## src/rtl/fc_ctrl_pkg.sv

```systemverilog
`default_nettype none
// +----------------------------------------------------------------+
// | fc_ctrl_pkg                                                     |
// | Shared state encoding and lane-extension helper.                |
// | Rev 1.0                                                         |
// +----------------------------------------------------------------+
package fc_ctrl_pkg;

    typedef enum logic [2:0] {
        ST_IDLE  = 3'd0,
        ST_LOAD  = 3'd1,
        ST_WAIT  = 3'd2,
        ST_STORE = 3'd3,
        ST_DONE  = 3'd4
    } fc_state_t;

    // Extends the low `width` bits of val to 64 bits; callers truncate to their lane.
    function automatic logic [63:0] sext_lane(input logic [63:0] val,
                                              input int unsigned width,
                                              input logic        sign_ext);
        logic [63:0] r;
        logic        msb;
        msb = sign_ext & val[6'(width - 1)];
        for (int i = 0; i < 64; i++) begin
            r[i] = (unsigned'(i) < width) ? val[i] : msb;
        end
        return r;
    endfunction

endpackage
`default_nettype wire

```

## src/rtl/fc_in_unpacker.sv

```systemverilog
`default_nettype none
// +----------------------------------------------------------------+
// | fc_in_unpacker                                                  |
// | Splits BRAM words into a gap-free stream of FC input elements.  |
// | Rev 1.0                                                         |
// +----------------------------------------------------------------+
module fc_in_unpacker #(
    parameter int INPUT_W   = 16,
    parameter int WORD_W    = 32,
    parameter int DIM_INPUT = 96
) (
    input  logic               clk,
    input  logic               rst_n,
    input  logic               flush_i,
    input  logic               load_i,
    input  logic [WORD_W-1:0]  word_i,
    output logic               vld_o,
    output logic [INPUT_W-1:0] dat_o,
    output logic               last_o
);
    localparam int IPW = WORD_W / INPUT_W;
    localparam int IW  = (IPW > 1) ? $clog2(IPW) : 1;
    localparam int BW  = (DIM_INPUT > 1) ? $clog2(DIM_INPUT) : 1;

    logic [WORD_W-1:0]  word_q, word_d;
    logic [IW-1:0]      idx_q, idx_d;
    logic               act_q, act_d;
    logic [BW-1:0]      beat_q, beat_d;
    logic               vld_q, vld_d;
    logic               last_q, last_d;
    logic [INPUT_W-1:0] dat_q, dat_d;
    logic [INPUT_W-1:0] w_sel;
    logic               w_emit;

    always_comb begin
        w_sel = word_q[INPUT_W-1:0];
        for (int k = 0; k < IPW; k++) begin
            if (idx_q == IW'(k)) w_sel = word_q[k*INPUT_W +: INPUT_W];
        end
    end

    always_comb begin
        word_d = word_q;
        idx_d  = idx_q;
        act_d  = act_q;
        beat_d = beat_q;
        dat_d  = dat_q;
        vld_d  = 1'b0;
        last_d = 1'b0;
        w_emit = 1'b0;
        if (flush_i) begin
            act_d  = 1'b0;
            idx_d  = '0;
            beat_d = '0;
        end else if (load_i) begin
            // Element 0 goes straight out so the next word lands exactly as this one drains.
            word_d = word_i;
            dat_d  = word_i[INPUT_W-1:0];
            w_emit = 1'b1;
            idx_d  = '0;
            if (IPW > 1) idx_d = IW'(1);
            act_d  = (IPW > 1);
        end else if (act_q) begin
            dat_d  = w_sel;
            w_emit = 1'b1;
            if (idx_q == IW'(IPW - 1)) begin
                act_d = 1'b0;
                idx_d = '0;
            end else begin
                idx_d = idx_q + 1'b1;
            end
        end
        if (w_emit) begin
            vld_d  = 1'b1;
            last_d = (beat_q == BW'(DIM_INPUT - 1));
            beat_d = last_d ? '0 : beat_q + 1'b1;
        end
    end

    always_ff @(posedge clk) begin
        if (!rst_n) begin
            word_q <= '0;
            idx_q  <= '0;
            act_q  <= 1'b0;
            beat_q <= '0;
            dat_q  <= '0;
            vld_q  <= 1'b0;
            last_q <= 1'b0;
        end else begin
            word_q <= word_d;
            idx_q  <= idx_d;
            act_q  <= act_d;
            beat_q <= beat_d;
            dat_q  <= dat_d;
            vld_q  <= vld_d;
            last_q <= last_d;
        end
    end

    assign vld_o  = vld_q;
    assign dat_o  = dat_q;
    assign last_o = last_q;

endmodule
`default_nettype wire

```

## src/rtl/fc_batch_ctrl.sv

```systemverilog
`default_nettype none
// +----------------------------------------------------------------+
// | fc_batch_ctrl                                                   |
// | Batch sequencer between the data BRAM and one FC layer core.    |
// | Rev 1.0                                                         |
// +----------------------------------------------------------------+
module fc_batch_ctrl
    import fc_ctrl_pkg::*;
#(
    parameter int              DIM_INPUT  = 96,
    parameter int              DIM_OUTPUT = 8,
    parameter int              INPUT_W    = 16,
    parameter int              OUTPUT_W   = 8,
    parameter int              LANE_W     = 16,
    parameter int              SIGN_EXT   = 0,
    parameter int              WORD_W     = 32,
    parameter int              ADDR_W     = 12,
    parameter logic [ADDR_W-1:0] LOAD_BASE  = 'h000,
    parameter logic [ADDR_W-1:0] STORE_BASE = 'hD00,
    parameter int              MAX_BATCH  = 16,
    localparam int             BCW        = $clog2(MAX_BATCH + 1)
) (
    input  logic                           clk,
    input  logic                           rst_n,
    input  logic                           start,
    input  logic [BCW-1:0]                 batch_cnt,
    input  logic                           abort,
    input  logic                           rd_ack,
    output logic                           busy,
    output logic                           done,
    output logic                           result_ready,
    output logic                           err,
    output logic                           fc_in_vld,
    output logic [INPUT_W-1:0]             fc_in_dat,
    output logic                           fc_in_last,
    input  logic                           fc_out_vld,
    input  logic [DIM_OUTPUT*OUTPUT_W-1:0] fc_out_dat,
    output logic                           mem_en,
    output logic                           mem_we,
    output logic [ADDR_W-1:0]              mem_addr,
    output logic [WORD_W-1:0]              mem_din,
    input  logic [WORD_W-1:0]              mem_dout
);
    localparam int IPW     = WORD_W / INPUT_W;
    localparam int OPW     = WORD_W / LANE_W;
    localparam int WPB_IN  = DIM_INPUT / IPW;
    localparam int WPB_OUT = DIM_OUTPUT / OPW;
    localparam int PW      = (IPW > 1) ? $clog2(IPW) : 1;
    localparam int RLW     = $clog2(WPB_IN + 1);
    localparam int WCW     = $clog2(WPB_OUT + 1);
    localparam int VW      = DIM_OUTPUT * OUTPUT_W;

    if ((WORD_W % INPUT_W) != 0 || (WORD_W % LANE_W) != 0 || (DIM_INPUT % IPW) != 0 ||
        (DIM_OUTPUT % OPW) != 0 || LANE_W < OUTPUT_W || OUTPUT_W > 64) begin : g_param_check
        $error("fc_batch_ctrl: inconsistent width/dimension parameters");
    end

    fc_state_t         state_q, state_d;
    logic [ADDR_W-1:0] rd_ptr_q, rd_ptr_d, wr_ptr_q, wr_ptr_d;
    logic [RLW-1:0]    rd_left_q, rd_left_d;
    logic [PW-1:0]     ph_q, ph_d;
    logic              rd_pend_q, rd_pend_d;
    logic [BCW-1:0]    b_q, b_d, bcnt_q, bcnt_d;
    logic [WCW-1:0]    wr_cnt_q, wr_cnt_d;
    logic [VW-1:0]     cap_q, cap_d;
    logic              busy_q, busy_d, done_q, done_d, rr_q, rr_d, err_q, err_d;
    logic              mem_en_q, mem_en_d, mem_we_q, mem_we_d;
    logic [ADDR_W-1:0] mem_addr_q, mem_addr_d;
    logic [WORD_W-1:0] mem_din_q, mem_din_d;

    logic              w_abort, w_err_set, w_rd_first, w_rd_go, w_wr_go;
    logic [ADDR_W-1:0] w_rd_addr;
    logic [VW-1:0]     w_store_vec;
    logic [WORD_W-1:0] w_pack_word;

    // Word 0 is written on the capture edge, so it packs straight from the core bus.
    always_comb begin
        w_store_vec = (state_q == ST_WAIT) ? fc_out_dat : cap_q;
        w_pack_word = '0;
        for (int j = 0; j < WPB_OUT; j++) begin
            if (wr_cnt_q == WCW'(j)) begin
                for (int k = 0; k < OPW; k++) begin
                    w_pack_word[k*LANE_W +: LANE_W] = LANE_W'(sext_lane(
                        64'(w_store_vec[(j*OPW+k)*OUTPUT_W +: OUTPUT_W]),
                        OUTPUT_W, SIGN_EXT != 0));
                end
            end
        end
    end

    always_comb begin
        state_d    = state_q;
        rd_ptr_d   = rd_ptr_q;
        wr_ptr_d   = wr_ptr_q;
        rd_left_d  = rd_left_q;
        ph_d       = ph_q;
        b_d        = b_q;
        bcnt_d     = bcnt_q;
        wr_cnt_d   = wr_cnt_q;
        cap_d      = cap_q;
        rr_d       = rr_q;
        err_d      = err_q;
        done_d     = 1'b0;
        mem_en_d   = 1'b0;
        mem_we_d   = 1'b0;
        mem_addr_d = mem_addr_q;
        mem_din_d  = mem_din_q;
        w_abort    = abort && (state_q != ST_IDLE);
        w_err_set  = fc_out_vld && (state_q != ST_WAIT);
        w_rd_first = 1'b0;
        w_rd_go    = 1'b0;
        w_wr_go    = 1'b0;
        w_rd_addr  = rd_ptr_q;

        if (rd_ack) rr_d = 1'b0;

        unique case (state_q)
            ST_IDLE: begin
                if (start) begin
                    if (batch_cnt != '0 && batch_cnt <= BCW'(MAX_BATCH)) begin
                        state_d    = ST_LOAD;
                        err_d      = 1'b0;
                        rr_d       = 1'b0;
                        bcnt_d     = batch_cnt;
                        b_d        = '0;
                        wr_ptr_d   = STORE_BASE;
                        w_rd_addr  = LOAD_BASE;
                        w_rd_first = 1'b1;
                    end else begin
                        w_err_set = 1'b1;
                    end
                end
            end
            ST_LOAD: begin
                if (rd_left_q != '0) begin
                    if (ph_q == PW'(IPW - 1)) w_rd_go = 1'b1;
                    else                      ph_d    = ph_q + 1'b1;
                end
                if (fc_in_last) state_d = ST_WAIT;
            end
            ST_WAIT: begin
                if (fc_out_vld) begin
                    cap_d   = fc_out_dat;
                    state_d = ST_STORE;
                    w_wr_go = 1'b1;
                end
            end
            ST_STORE: begin
                if (wr_cnt_q != WCW'(WPB_OUT)) begin
                    w_wr_go = 1'b1;
                end else begin
                    wr_cnt_d = '0;
                    if (b_q == bcnt_q - 1'b1) begin
                        state_d = ST_DONE;
                        done_d  = 1'b1;
                    end else begin
                        b_d        = b_q + 1'b1;
                        state_d    = ST_LOAD;
                        w_rd_first = 1'b1;
                    end
                end
            end
            ST_DONE: begin
                rr_d    = 1'b1;
                state_d = ST_IDLE;
            end
            default: state_d = ST_IDLE;
        endcase

        if (w_rd_first || w_rd_go) begin
            mem_en_d   = 1'b1;
            mem_addr_d = w_rd_addr;
            rd_ptr_d   = w_rd_addr + 1'b1;
            ph_d       = '0;
            rd_left_d  = w_rd_first ? RLW'(WPB_IN - 1) : rd_left_q - 1'b1;
        end
        if (w_wr_go) begin
            mem_en_d   = 1'b1;
            mem_we_d   = 1'b1;
            mem_addr_d = wr_ptr_q;
            mem_din_d  = w_pack_word;
            wr_ptr_d   = wr_ptr_q + 1'b1;
            wr_cnt_d   = wr_cnt_q + 1'b1;
        end

        if (w_err_set) err_d = 1'b1;

        if (w_abort) begin
            state_d  = ST_IDLE;
            mem_en_d = 1'b0;
            mem_we_d = 1'b0;
            done_d   = 1'b0;
            wr_cnt_d = '0;
            rr_d     = rd_ack ? 1'b0 : rr_q;
        end

        // A read issued last cycle returns data now; abort drops it on the floor.
        rd_pend_d = !w_abort && mem_en_q && !mem_we_q;
        busy_d    = (state_d != ST_IDLE);
    end

    always_ff @(posedge clk) begin
        if (!rst_n) begin
            state_q    <= ST_IDLE;
            rd_ptr_q   <= LOAD_BASE;
            wr_ptr_q   <= STORE_BASE;
            rd_left_q  <= '0;
            ph_q       <= '0;
            rd_pend_q  <= 1'b0;
            b_q        <= '0;
            bcnt_q     <= '0;
            wr_cnt_q   <= '0;
            cap_q      <= '0;
            busy_q     <= 1'b0;
            done_q     <= 1'b0;
            rr_q       <= 1'b0;
            err_q      <= 1'b0;
            mem_en_q   <= 1'b0;
            mem_we_q   <= 1'b0;
            mem_addr_q <= '0;
            mem_din_q  <= '0;
        end else begin
            state_q    <= state_d;
            rd_ptr_q   <= rd_ptr_d;
            wr_ptr_q   <= wr_ptr_d;
            rd_left_q  <= rd_left_d;
            ph_q       <= ph_d;
            rd_pend_q  <= rd_pend_d;
            b_q        <= b_d;
            bcnt_q     <= bcnt_d;
            wr_cnt_q   <= wr_cnt_d;
            cap_q      <= cap_d;
            busy_q     <= busy_d;
            done_q     <= done_d;
            rr_q       <= rr_d;
            err_q      <= err_d;
            mem_en_q   <= mem_en_d;
            mem_we_q   <= mem_we_d;
            mem_addr_q <= mem_addr_d;
            mem_din_q  <= mem_din_d;
        end
    end

    fc_in_unpacker #(
        .INPUT_W   (INPUT_W),
        .WORD_W    (WORD_W),
        .DIM_INPUT (DIM_INPUT)
    ) u_unpacker (
        .clk     (clk),
        .rst_n   (rst_n),
        .flush_i (w_abort),
        .load_i  (rd_pend_q),
        .word_i  (mem_dout),
        .vld_o   (fc_in_vld),
        .dat_o   (fc_in_dat),
        .last_o  (fc_in_last)
    );

    assign busy         = busy_q;
    assign done         = done_q;
    assign result_ready = rr_q;
    assign err          = err_q;
    assign mem_en       = mem_en_q;
    assign mem_we       = mem_we_q;
    assign mem_addr     = mem_addr_q;
    assign mem_din      = mem_din_q;

endmodule
`default_nettype wire
```

## config.mk

```make
export PLATFORM = sky130hd
export DESIGN_NAME = fc_batch_ctrl
export DESIGN_NICKNAME = d
export VERILOG_FILES = /design/src/rtl/fc_ctrl_pkg.sv /design/src/rtl/fc_in_unpacker.sv /design/src/rtl/fc_batch_ctrl.sv
export SDC_FILE = /design/constraint.sdc
export NUM_CORES = 1
export LEC_CHECK = 0
export CORE_ASPECT_RATIO = 2
export CORE_MARGIN = 2
export CORE_UTILIZATION = 48
export DETAILED_ROUTE_END_ITERATION = 12
export MAX_ROUTING_LAYER = met4
export PLACE_DENSITY = 0.77
export SYNTH_ARGS = -nofsm -noshare
export SYNTH_HDL_FRONTEND = slang
export SYNTH_HIERARCHICAL = 1
export SYNTH_SLANG_ARGS = --single-unit
```

## constraint.sdc

```tcl
create_clock -name clk -period 2.95 [get_ports clk]
set_input_delay 0.59 -clock clk [delete_from_list [all_inputs] [get_ports clk]]
set_output_delay 0.59 -clock clk [all_outputs]
set_load 0.01 [all_outputs]
```

======== Word-level counts from Yosys, hierarchy flattened ========
Index checks and enable logic that the tools add are counted.
storage, ports and cells
  flip-flop bits (word level) ............. 221
  latch bits .............................. 0
  memory bits (writable) .................. 0
  ROM bits ................................ 0
  input bits .............................. 107
  output and inout port bits .............. 68
  logic and storage cells ................. 167
  memories kept ........................... 0
operators by class
  add/sub/neg operators ................... 9
  $mul .................................... 0
  div/mod/pow operators ................... 0
  order comparisons ....................... 1
  equality and inequality tests ........... 16
  shifts and indexed selects .............. 0
  muxes and demuxes ....................... 75
  bitwise gates (word level) .............. 3
  reductions and logical operators ........ 38
operators by type and width
  operator                                                         number
  12-bit 2-to-1 mux                                                9
  24-bit 2-to-1 mux                                                4
  64-bit 2-to-1 mux                                                1
  16-bit 2-to-1 mux                                                3
  1-bit 2-to-1 mux                                                 35
  3-bit 2-to-1 mux                                                 10
  12-bit by 1-bit adder with 12-bit output, second input constant  2
  2-bit nonzero test                                               11
  7-bit 2-to-1 mux                                                 3
  5-bit 2-to-1 mux                                                 4
  3-bit by 2-bit == test with 1-bit output, second input constant  4
  3-bit case mux with 4 select lines                               1
  2-bit AND reduction                                              6
  2-bit != test, second input constant                             5
  5-bit case mux with 2 select lines                               1
  3-bit AND reduction                                              3
  7-bit by 1-bit adder with 7-bit output, second input constant    1
  7-bit == test, second input constant                             1
  3-bit by 1-bit == test with 1-bit output, second input constant  2
  3-bit zero test                                                  2
  6-bit 2-to-1 mux                                                 1
  1-bit case mux with 2 select lines                               3
  3-bit nonzero test                                               2
  6-bit nonzero test                                               1
  18 further kinds                                                 27

======== Logic depth before layout (Yosys ltp) ========
  depth in word-level cells ............... 8
  mapped depth ............................ 14
  gate-level depth less buffers ........... 10

======== Hierarchy ========
The synthesis kept the hierarchy.
by module, submodules not included
  module          times used  cells each  area an instance (µm²)  sequential area each (µm²)
  fc_batch_ctrl   1           903         7180.6                  2922.8
  fc_in_unpacker  1           298         2409.8                  1181.1

======== Worst setup path before layout ========
Ideal clock, no wire load.
  path kind ............................... input to register
  start point ............................. in batch_cnt[0]
  end point ............................... reg rd_ptr_q[6]
  setup time .............................. 0.070 ns
  data arrival time ....................... 2.833 ns
  data required time ...................... 2.880 ns
  slack ................................... 0.047 ns
  stages .................................. 12
  path buffers ............................ 3
  cells stage by stage .................... nor4_2 > xor2_1 > or2_2 > clkbuf_1 > buf_2 > buf_2 > and2_1 > ha_1 > and3_1 > o21ai_1 > or3_1 > a21oi_1
on the way
  word-level cells in the longest chain between the ends .. 6
  elaborated cells between the ends (all ways) .. 11
  classes of those cells .................. add/sub: 1; order compare: 1; mux: 6; reduce/logical: 3
ends and longest elaborated chain
  element                                                                       RTL line                                    RTL
  from (decl)                                                                   fc_batch_ctrl.sv:26                         input logic [BCW-1:0] batch_cnt,
  5-bit <= comparator or 5-bit nonzero test (tied branches)                     fc_batch_ctrl.sv:120                        if (batch_cnt != '0 && batch_cnt <= BCW'(MAX_BATCH)) begin
  1-bit logical AND (*)                                                         fc_batch_ctrl.sv:120
  12-bit 2-to-1 mux or 1-bit 2-to-1 mux (tied branches)                         fc_batch_ctrl.sv:120
  12-bit 2-to-1 mux or 1-bit 2-to-1 mux (tied branches)                         fc_batch_ctrl.sv:119                        if (start) begin
  12-bit 2-to-1 mux or 1-bit case mux with 2 select lines (tied branches)       fc_batch_ctrl.sv:117                        unique case (state_q)
  12-bit by 1-bit adder with 12-bit output or 1-bit logical OR (tied branches)  fc_batch_ctrl.sv:173, fc_batch_ctrl.sv:170
  to (signal assigned)                                                          fc_batch_ctrl.sv:224                        rd_ptr_q <= rd_ptr_d;
  to (decl)                                                                     fc_batch_ctrl.sv:59                         logic [ADDR_W-1:0] rd_ptr_q, rd_ptr_d, wr_ptr_q, wr_ptr_d;
Every way passes the cells marked *; elsewhere a longest branch is shown, timed or not.
A chain may end at the register's enable or synchronous reset.

======== Worst setup path in the final report ========
  start point ............................. reg bcnt_q[0]
  end point ............................... reg rd_left_q[0]
on the way
  word-level cells in the longest chain between the ends .. 6
  elaborated cells between the ends (all ways) .. 7
  classes of those cells .................. add/sub: 1; eq/ne: 1; mux: 4; reduce/logical: 1
ends and longest elaborated chain
  element                                               RTL line                                    RTL
  from (decl)                                           fc_batch_ctrl.sv:63                         logic [BCW-1:0] b_q, b_d, bcnt_q, bcnt_d;
  from (signal assigned)                                fc_batch_ctrl.sv:230                        bcnt_q <= bcnt_d;
  5-bit by 1-bit subtractor with 5-bit output (*)       fc_batch_ctrl.sv:153                        if (b_q == bcnt_q - 1'b1) begin
  5-bit == test (*)                                     fc_batch_ctrl.sv:153
  1-bit 2-to-1 mux (*)                                  fc_batch_ctrl.sv:153
  1-bit 2-to-1 mux (*)                                  fc_batch_ctrl.sv:149                        if (wr_cnt_q != WCW'(WPB_OUT)) begin
  1-bit case mux with 2 select lines (*)                fc_batch_ctrl.sv:117
  6-bit 2-to-1 mux or 1-bit logical OR (tied branches)  fc_batch_ctrl.sv:175, fc_batch_ctrl.sv:170
  to (signal assigned)                                  fc_batch_ctrl.sv:226                        rd_left_q <= rd_left_d;
  to (decl)                                             fc_batch_ctrl.sv:60                         logic [RLW-1:0] rd_left_q, rd_left_d;
Marked as above.

==> impl_metrics.env <==
export IMPL_ys_flop_type="dfxtp_1"
export IMPL_worst_path_dominant_cell_family="compound AO/OA/AOI/OAI gates"
export IMPL_antenna_cells=0
export IMPL_slew_headroom=0.452
export IMPL_yosys_warnings=6
export IMPL_synthTopCellsByArea="dfxtp_1 (43%), nand2_1 (13%), a21oi_1 (8.8%), mux2i_1 (5.6%), clkbuf_1 (2.1%)"
export IMPL_arrival_ns=2.90
export IMPL_rows=73
export IMPL_ys_seq_elements=205
export IMPL_drive_above_1_share=0.0773
export IMPL_coreArea_um2=19700
export IMPL_period_minus_slack_ns=2.56
export IMPL_vias=9049
export IMPL_holdBufCountCts=0
export IMPL_wl_per_cell_um=17.3
export IMPL_crit_required_ns=3.29
export IMPL_ios=175
export IMPL_drc_errors=0
export IMPL_synth_area_um2=9590
export IMPL_fin_setup_tns_ns=0
export IMPL_synth_area_leader_cell="dfxtp_1"
export IMPL_cpMostUsedCell="a21oi_1"
export IMPL_finalSetupViolCount=0
export IMPL_drtIter0Drc=655
export IMPL_io_buffers=158
export IMPL_synth_avg_cell_area_um2=7.99
export IMPL_critPathKind="reg2reg"
export IMPL_slew_viol_final=0
export IMPL_start_kind="register"
export IMPL_start_util=0.486
export IMPL_syn_to_final_growth_pct=25.5
export IMPL_p_switching_uw=1360
export IMPL_grt_setup_unrepaired="no"
export IMPL_drt_wl_total_um=27800
export IMPL_grt_start_max_net_pins=73
export IMPL_cap_violations=0
export IMPL_internal_power_uw=4510
export IMPL_synthCells=1201
export IMPL_synth_top_area_frac=0.428
export IMPL_path_buf_inv=2
export IMPL_min_path_type="reg2reg"
export IMPL_ir_drop_v=0.000444
export IMPL_swShare=0.232
export IMPL_postCtsResizedCells=0
export IMPL_power_frac_seq=0.485
export IMPL_fmax_mhz=391
export IMPL_htreeDepth=1
export IMPL_die_area_um2=21200
export IMPL_path_clk_slew_ns=0.06
export IMPL_antenna_found_initial=0
export IMPL_synth_async_sr_flop_share=0
export IMPL_globalplace_congestion=0.911
export IMPL_synth_fa_ha_area_frac=0.0157
export IMPL_end_kind="register"
export IMPL_grt_total_usage=0.264
export IMPL_grt_overflow=0
export IMPL_stdcell_count=1607
export IMPL_finalCritPeriodShare=0.868
export IMPL_via_per_inst=5.63
export IMPL_die_x_um=104
export IMPL_powerDensity_nw_per_um2=488
export IMPL_grt_pass1_wl_um=44700
export IMPL_synth_compound_area_frac=0.204
export IMPL_cts_sinks=205
export IMPL_cts_tree="yes"
export IMPL_hpwl_um=19700
export IMPL_skew_ns=0.00958
export IMPL_post_synth_num_cell_types=65
export IMPL_holdWs_ns=0.451
export IMPL_dr_pass1_iters=6
export IMPL_total_leakage_power_uw=0.00408
export IMPL_nNetsFinal=1451
export IMPL_cp_slowest_cell="a21oi_1"
export IMPL_synth_xor_area_frac=0.0174
export IMPL_worstSkewPairLatency_ns=0.49
export IMPL_clk_path_buf_depth=3
export IMPL_synth_top_family_by_area="simple AND/OR/NAND/NOR gates"
export IMPL_slowest_delay_ns=0.57
export IMPL_cts_root_buf="clkbuf_16"
export IMPL_hold_viol=0
export IMPL_worst_pin_slew_ns=0.822
export IMPL_power_frac_clock=0.425
export IMPL_synth_mux_area_frac=0.0564
export IMPL_crit_fanout=9
export IMPL_yosysSeqAreaShare=0.428
export IMPL_cts_setup_buffers=0
export IMPL_grt_pass1_vias=8668
export IMPL_synth_simple_gate_area_frac=0.219
export IMPL_synth_edf_count=0
export IMPL_cts_buffers=20
export IMPL_power_frac_comb=0.090
export IMPL_die_h_um=204
export IMPL_ant_nets=0
export IMPL_dp_cells=1572
export IMPL_outcome="complete, no violations"
export IMPL_crit_chain="inv_1 -> ha_1 -> o21ba_2 -> a22oi_1 -> o2111ai_1 -> a21oi_1 -> buf_4 -> a21oi_1"
-- synthesized netlist by cell type, drive strengths merged (2+ instances only) --
| cell | count |
|---|---|
| nand2 | 326 |
| dfxtp | 205 |
| a21oi | 168 |
| clkbuf | 55 |
| mux2i | 54 |
| buf | 47 |
| nor2 | 43 |
| nand3 | 32 |
| o21ai | 31 |
| inv | 22 |
| o211ai | 19 |
| a311oi | 17 |
| a31o | 16 |
| o221ai | 16 |
| ha | 12 |
| and3 | 11 |
| nor3 | 11 |
| or3 | 11 |
| xnor2 | 10 |
| xor2 | 9 |
| a211oi | 7 |
| nor2b | 7 |
| nor4 | 7 |
| nand3b | 6 |
| a221oi | 5 |
| a31oi | 5 |
| and2 | 5 |
| nand4 | 5 |
| a22oi | 4 |
| nand2b | 4 |
| o31ai | 4 |
| o2111ai | 3 |
| o211a | 3 |
| a211o | 2 |
| a32oi | 2 |
| nor3b | 2 |
| o21ba | 2 |
| or2 | 2 |
-- worst register-to-register path, cell delays in order, from the launching register on --
cell       delay (ns)
dfxtp_1          0.40
inv_1            0.07
ha_1             0.25
o21ba_2          0.21
a22oi_1          0.32
o2111ai_1        0.28
a21oi_1          0.57
buf_4            0.25
a21oi_1          0.07
-- registers in the layout, indices dropped and copies added (netlist names), 3 cells and up --
signal and cells:
b_q 5, rd_left_q 6, u_unpacker/word_q 32, mem_din 16, state_q 3, mem_addr 12, cap_q 64, u_unpacker/dat_o 16
bcnt_q 5, wr_cnt_q 3, rd_ptr_q 12, u_unpacker/beat_q 7, wr_ptr_q 12
-- through the flow --
step | worst slack (ns) | util | cell area (µm²) | power (µW)
2_1_floorplan | 0.0475 | - | 9650 | 3160
4_1_cts | 0.403 | 0.610 | 12000 | 5920
3_5_place_dp | -0.0736 | 0.578 | 11400 | 3430
5_1_grt | 0.176 | 0.610 | 12000 | 6110
6_report | 0.390 | 0.610 | 12000 | 5870
3_3_place_gp | -0.0446 | 0.578 | 11400 | 3430
-- layer usage --
layer	track usage	vias to the layer above	wire, µm
li1	-	4400	-
met1	0.287	4270	10500
met2	0.484	308	14900
met3	0.0360	71	1330
met4	0.106	0	1080
met5	-	-	0
-- area by class of cell --
class                           count  area, µm²
Fill cell                        1745       7690
Multi-Input combinational cell    886       4980
Sequential cell                   205       4100
Timing Repair Buffer              196       1900
Clock buffer                       34        624
Tap cell                          262        328
Inverter                           23       86.3
Clock inverter                      1       8.76
-- cells in the final DEF, fill, tap and decap left out, types with 6 or more instances in the layout --
| cell type | Yosys | routed |
|---|---|---|
| nand2_1 | 326 | 325 |
| dfxtp_1 | 205 | 205 |
| a21oi_1 | 168 | 168 |
| clkdlybuf4s50_1 | 0 | 158 |
| mux2i_1 | 54 | 54 |
| nor2_1 | 42 | 41 |
| buf_4 | 20 | 35 |
| nand3_1 | 32 | 32 |
| o21ai_0 | 27 | 27 |
| inv_1 | 22 | 21 |
| clkbuf_16 | 0 | 21 |
| o211ai_1 | 19 | 19 |
| a311oi_1 | 17 | 17 |
| o221ai_1 | 16 | 16 |
| a31o_2 | 16 | 16 |
| conb_1 | 1 | 16 |
| ha_1 | 12 | 12 |
| and3_1 | 11 | 11 |
| xnor2_1 | 10 | 10 |
| nor3_1 | 10 | 10 |
| or3_1 | 10 | 10 |
| xor2_1 | 9 | 9 |
| clkbuf_1 | 54 | 8 |
| a211oi_1 | 7 | 7 |
| nand3b_1 | 6 | 6 |
-- logic make-up (layout without fill, tap and decap cells) --
family,count (synthesis),count (layout)
other,1,16
buffers and inverters,125,254
XOR/XNOR,19,19
adder cells (fa/ha/maj),12,12
multiplexers,54,54
flip-flops,205,205
AND/OR/NAND/NOR,477,477
AO/OA/AOI/OAI,308,308
-- power by group through the flow --
stage / clock network (µW) / logic (µW) / registers (µW)
after floorplan: 0 / 253 / 2900
after global placement: 0 / 517 / 2910
after detailed placement: 0 / 523 / 2910
after CTS: 2550 / 527 / 2850
after global routing: 2690 / 570 / 2850
final: 2500 / 529 / 2850
-- path summary, 6_finish.rpt --
kind / start / to / slack (ns) / cells after the start
max: bcnt_q[0]$_SDFFE_PN0P_ / rd_left_q[0]$_SDFFE_PN0P_ / 0.39 / 8
min reg2reg: mem_we$_SDFF_PP0_ / rd_pend_q$_SDFF_PN0_ / 0.45 / 1
min: mem_we$_SDFF_PP0_ / rd_pend_q$_SDFF_PN0_ / 0.45 / 1
max reg2reg: bcnt_q[0]$_SDFFE_PN0P_ / rd_left_q[0]$_SDFFE_PN0P_ / 0.39 / 8
No activity file was read; power rests on OpenSTA's default activity.
